**src/rtl/mppc_pulse_emulator.sv**
```systemverilog
// Burst pulse-train generator standing in for the MPPC discriminator output.
// Periodic or LFSR-randomised spacing; start is edge-detected through a 3-flop synchronizer.
module mppc_pulse_emulator #(
    parameter int          PERIOD_W = 24,
    parameter int          WIDTH_W  = 8,
    parameter int          COUNT_W  = 32,
    parameter logic [31:0] SEED     = 32'hACE1_2468
) (
    input  logic                clk,
    input  logic                rst,
    input  logic                start,
    input  logic                abort,
    input  logic                mode,
    input  logic [PERIOD_W-1:0] period,
    input  logic [WIDTH_W-1:0]  width,
    input  logic [COUNT_W-1:0]  n_pulses,
    output logic                pulse_out,
    output logic                busy,
    output logic                done,
    output logic [COUNT_W-1:0]  sent_count
);
    // Wide enough for both max(width)+1 and a full random low time of 2^PERIOD_W.
    localparam int          CW        = ((PERIOD_W > WIDTH_W) ? PERIOD_W : WIDTH_W) + 1;
    localparam logic [31:0] LFSR_TAPS = 32'h8020_0003;

    typedef enum logic [1:0] {IDLE, HIGH, LOW} state_t;

    state_t               r_state, w_state_nxt;
    logic                 r_q0, r_q1, r_q2;
    logic                 w_start_pulse;
    logic [31:0]          r_lfsr;
    logic                 r_mode;
    logic [WIDTH_W-1:0]   r_w;
    logic [CW-1:0]        r_low_m1;
    logic [PERIOD_W-1:0]  r_mask;
    logic [COUNT_W-1:0]   r_n;
    logic [WIDTH_W-1:0]   r_hcnt, w_hcnt_nxt;
    logic [CW-1:0]        r_lcnt, w_lcnt_nxt;
    logic                 r_pulse, w_pulse_nxt;
    logic                 r_busy, w_busy_nxt;
    logic                 r_done, w_done_nxt;
    logic [COUNT_W-1:0]   r_sent, w_sent_nxt;
    logic                 w_accept;
    logic [WIDTH_W-1:0]   w_w_eff;
    logic [CW-1:0]        w_w_ext, w_per_ext, w_p_eff, w_rand_m1;

    assign w_start_pulse = r_q1 & ~r_q2;
    assign w_w_eff       = (width == '0) ? WIDTH_W'(1) : width;
    assign w_w_ext       = CW'(w_w_eff);
    assign w_per_ext     = CW'(period);
    assign w_p_eff       = (w_per_ext > w_w_ext) ? w_per_ext : w_w_ext + CW'(1);
    assign w_rand_m1     = CW'(r_lfsr[PERIOD_W-1:0] & r_mask);

    // Counters hold "cycles remaining minus one"; a phase ends when its counter reads zero.
    always_comb begin
        w_state_nxt = r_state;
        w_hcnt_nxt  = r_hcnt;
        w_lcnt_nxt  = r_lcnt;
        w_pulse_nxt = r_pulse;
        w_busy_nxt  = r_busy;
        w_done_nxt  = 1'b0;
        w_sent_nxt  = r_sent;
        w_accept    = 1'b0;
        case (r_state)
            IDLE: begin
                if (w_start_pulse && !abort) begin
                    w_accept   = 1'b1;
                    w_sent_nxt = '0;
                    if (n_pulses != '0) begin
                        w_state_nxt = HIGH;
                        w_pulse_nxt = 1'b1;
                        w_busy_nxt  = 1'b1;
                        w_sent_nxt  = COUNT_W'(1);
                        w_hcnt_nxt  = w_w_eff - WIDTH_W'(1);
                    end else begin
                        w_done_nxt = 1'b1;
                    end
                end
            end
            HIGH: begin
                if (abort) begin
                    w_state_nxt = IDLE;
                    w_pulse_nxt = 1'b0;
                    w_busy_nxt  = 1'b0;
                end else if (r_hcnt != '0) begin
                    w_hcnt_nxt = r_hcnt - WIDTH_W'(1);
                end else if (r_sent == r_n) begin
                    w_state_nxt = IDLE;
                    w_pulse_nxt = 1'b0;
                    w_busy_nxt  = 1'b0;
                    w_done_nxt  = 1'b1;
                end else begin
                    w_state_nxt = LOW;
                    w_pulse_nxt = 1'b0;
                    w_lcnt_nxt  = r_mode ? w_rand_m1 : r_low_m1;
                end
            end
            LOW: begin
                if (abort) begin
                    w_state_nxt = IDLE;
                    w_pulse_nxt = 1'b0;
                    w_busy_nxt  = 1'b0;
                end else if (r_lcnt != '0) begin
                    w_lcnt_nxt = r_lcnt - CW'(1);
                end else begin
                    w_state_nxt = HIGH;
                    w_pulse_nxt = 1'b1;
                    w_sent_nxt  = r_sent + COUNT_W'(1);
                    w_hcnt_nxt  = r_w - WIDTH_W'(1);
                end
            end
            default: begin
                w_state_nxt = IDLE;
                w_pulse_nxt = 1'b0;
                w_busy_nxt  = 1'b0;
            end
        endcase
    end

    always_ff @(posedge clk or posedge rst) begin
        if (rst) begin
            r_state  <= IDLE;
            r_q0     <= 1'b0;
            r_q1     <= 1'b0;
            r_q2     <= 1'b0;
            r_lfsr   <= SEED;
            r_mode   <= 1'b0;
            r_w      <= '0;
            r_low_m1 <= '0;
            r_mask   <= '0;
            r_n      <= '0;
            r_hcnt   <= '0;
            r_lcnt   <= '0;
            r_pulse  <= 1'b0;
            r_busy   <= 1'b0;
            r_done   <= 1'b0;
            r_sent   <= '0;
        end else begin
            r_state <= w_state_nxt;
            r_q0    <= start;
            r_q1    <= r_q0;
            r_q2    <= r_q1;
            r_lfsr  <= {1'b0, r_lfsr[31:1]} ^ (r_lfsr[0] ? LFSR_TAPS : 32'h0);
            r_hcnt  <= w_hcnt_nxt;
            r_lcnt  <= w_lcnt_nxt;
            r_pulse <= w_pulse_nxt;
            r_busy  <= w_busy_nxt;
            r_done  <= w_done_nxt;
            r_sent  <= w_sent_nxt;
            if (w_accept) begin
                r_mode   <= mode;
                r_w      <= w_w_eff;
                r_low_m1 <= w_p_eff - w_w_ext - CW'(1);
                r_mask   <= period;
                r_n      <= n_pulses;
            end
        end
    end

    assign pulse_out  = r_pulse;
    assign busy       = r_busy;
    assign done       = r_done;
    assign sent_count = r_sent;
endmodule

```
**config.mk**
```make
export PLATFORM = sky130hd
export DESIGN_NAME = mppc_pulse_emulator
export DESIGN_NICKNAME = d
export VERILOG_FILES = /design/src/rtl/mppc_pulse_emulator.sv
export SDC_FILE = /design/constraint.sdc
export NUM_CORES = 1
export LEC_CHECK = 0
export CAP_MARGIN = 20
export CORE_AREA = 4 4 146 148
export CTS_CLUSTER_DIAMETER = 120
export DETAILED_ROUTE_END_ITERATION = 8
export DIE_AREA = 0 0 150 152
export PLACE_DENSITY = 0.86
export SYNTH_ARGS = -nofsm -noshare
export SYNTH_HDL_FRONTEND = slang
export SYNTH_SLANG_ARGS = --single-unit
```
**constraint.sdc**
```tcl
create_clock -name clk -period 6.9 [get_ports clk]
set_clock_uncertainty 0.1 [all_clocks]
set_input_delay 1.38 -clock clk [delete_from_list [all_inputs] [get_ports clk]]
set_output_delay 1.38 -clock clk [all_outputs]
set_load 0.02 [all_outputs]
```
==> results.txt <==
status = completed
max_cap viols = 0
count of final setup violators = 0
Seq cells post-synth = 195
initial antenna violation count = 0
area fraction of the dominant cell type after synthesis = 44.56%
Syn Nets = 1219
Pleak = 5.356 nW
pin count of the biggest net entering global routing = 148
Diodes inserted = 0
Mapped Avg Cell Area = 9.085 sq um
grt ovf = 0
final WL = 26.68 mm
total die area = 0.02280 sq mm
fill count = 1655
CP Class = input pin to flop
final period utilization = 86.04%
Netlist cell types = 63
CTS HTree Levels = 4
Final Max Slew Viols = 0
cell with the most instances after synthesis = nand2_1
PnR Total Power = 4.013 mW
CTS tree = built
register area share after synthesis = 47.90%
crit path cell chain = clkdlybuf4s50_1, inv_1, a31oi_1, inv_1, ha_1, nand4_1, o21a_1, nor3_1, buf_4, mux2_2, ha_1, a211oi_1, nor2_1, o31ai_1, a21oi_1, nor4_1, xnor2_1, o21ai_0
DRT antenna net count = 0
residual DRC count = 0
post-layout net count = 1299
cts repair resizes = 0
delay-heaviest family, CP = compound AO/OA/AOI/OAI gates
Final Hold Fails = 0
slowest CP cell = clkdlybuf4s50_1
Max Root-Sink Buffers = 2
Worst Hold Class = flop to flop
Die Ht = 152 microns
First DRT Iteration DRCs = 914
CP Data Required Time = 7.10 ns
drt pass-1 iters = 6
CTS sink count = 195
setup bufs post-CTS = 0
CTS Buf Count = 17
share of cells above drive strength 1 = 7.471%
clk slew on worst S/H paths = 0.07 ns
DP HPWL = 18.55 mm
Vias = 8828
Top FF cell, synth = dfrtp_1
Mapped Area = 0.01022 sq mm
Top Ports = 104
first-pass GRT wire length = 43.79 mm
Critical Path Fanout Max = 15
Core Region = 0.02004 sq mm
mean routed wirelength per cell = 17.93 microns
EDFF count, synth = 0
TNS Setup = 0 ns
number of port buffers = 103
vias in the first global route = 8485
root buffer cell = clkbuf_16
Area Overhead vs Synth = 18.25%
Worst Path Buf+Inv = 4
Cells after Synth = 1125
GRT Total Usage = 23.53%
CP Launch Type = input pin
area leader, netlist = dfrtp_1
gp weighted congestion = 0.8975
Initial Util = 51.01%
Setup crit end kind = flop
Slew HR = 30.16%
pwr/cell area = 332.0 mW/mm^2
worst skew pair latency = 0.45 ns
ranking of synthesized cells by area = dfrtp_1, nand2_1, xor2_1
worst path arrival time = 6.14 ns
Synth Warn # = 0
Post-synth top cells = nand2_1, dfrtp_1, nor2_1, o21ai_0, xor2_1
Rows = 52
maximum clock rate = 168.4 MHz
asr flop ratio synth = 100.0%
RSZ-0062 raised after global routing = false
Avg Vias per Cell = 5.933
measured slew at the worst slew-check pin = 1.048 ns
slowest cell delay on critical path = 0.68 ns
cts hold-fix bufs = 0
Die Wd = 150 microns
min cycle time layout = 5.937 ns
Max rail drop VDD = 212.5 uV
## layout by cell type, fill, tap and decap left out, types with 17 or more instances in the layout
master,count
clkbuf_16,17
xor2_1,57
ha_1,24
nand4_1,19
clkdlybuf4s50_1,103
inv_1,28
o21ai_0,67
a21oi_1,56
nand2_1,260
nor4_1,29
xnor2_1,27
dfrtp_1,182
nor2_1,69
nand3_1,27
## cell families after synthesis
logic type      synth area share (%)
xor+xnor                       7.198
simple gates                   23.98
compound gates                 12.90
buf+inv                        3.011
mux                            1.873
flops                          47.90
fa+ha+maj                      3.134
## worst reg2reg max path, stage by stage (launching register included)
cell	delay (ns)
dfrtp_1	0.47
xor2_1	0.23
nor4_1	0.50
nand4_1	0.22
o211ai_1	0.67
a21o_1	0.70
o21ai_0	0.20
a221o_1	0.32
## power breakdown
| part | switching (mW) | internal, mW | total [mW] |
|---|---|---|---|
| Combinational | 0.725 | 0.537 | 1.26 |
| Clock | 0.461 | 0.496 | 0.957 |
| Sequential | 0.295 | 1.50 | 1.79 |
| Total | 1.48 | 2.53 | 4.01 |
## routing by layer
layer | part of all wire [%] | vias to the layer above | routed length [microns] | GRT usage [%]
li1 | - | 4095 | - | -
met1 | 42 | 4284 | 11200 | 33.17
met2 | 48 | 382 | 12770 | 37.32
met3 | 7.4 | 67 | 1980 | 4.111
met4 | 2.7 | 0 | 725 | 7.277
met5 | 0 | - | 0 | 0
## flip-flops by register name (all words and copies together) (netlist names), 2 cells and up
register and count:
r_lfsr 32, r_n 32, sent_count 32, r_lcnt 25, r_low_m1 25, r_mask 24
r_hcnt 8, r_w 8, r_state 2
## layout make-up
cell class / instances / area [sq um] / share of cell area [%]
clock inverters: 12 / 112.6 / 0.9317
inverters: 29 / 116.4 / 0.9627
well taps: 270 / 337.8 / 2.795
repair buffers: 113 / 1126 / 9.317
clock buffers: 20 / 456.7 / 3.778
flip-flops and latches: 195 / 4896 / 40.51
multi-input cells: 849 / 5041 / 41.71
## path summary, 6_finish.rpt
check                                     startpoint                         to  slack, ns  cells after the start
max in group asynchronous                        rst  sent_count[8]$_DFFE_PP0P_       4.16                      3
min reg2reg                     r_lfsr[28]$_DFF_PP0_       r_lfsr[27]$_DFF_PP1_       0.25                      0
min                             r_lfsr[28]$_DFF_PP0_       r_lfsr[27]$_DFF_PP1_       0.25                      0
max                                         width[1]   r_low_m1[17]$_DFFE_PP0P_       0.96                     18
max reg2reg                sent_count[4]$_DFFE_PP0P_     r_lcnt[15]$_DFFE_PP0P_       3.37                      7
min in group asynchronous                        rst        r_n[30]$_DFFE_PP0P_       1.39                      2
## through the flow
step                instances  hold WS (ns)  utilization [%]  area [sq um]  setup slack (ns)
finish                   1488        0.2512            60.31         12090            0.9630
global route             1488        0.2552            60.31         12090            0.4026
CTS                      1487        0.2537            60.18         12060            0.9893
detailed placement       1455        0.2379            57.34         11490            0.6196
global placement         1455        0.2377            57.34         11490            0.6823
floorplan                1125        0.2312                -         10220            0.1293
(Power assumes the default switching activity.)
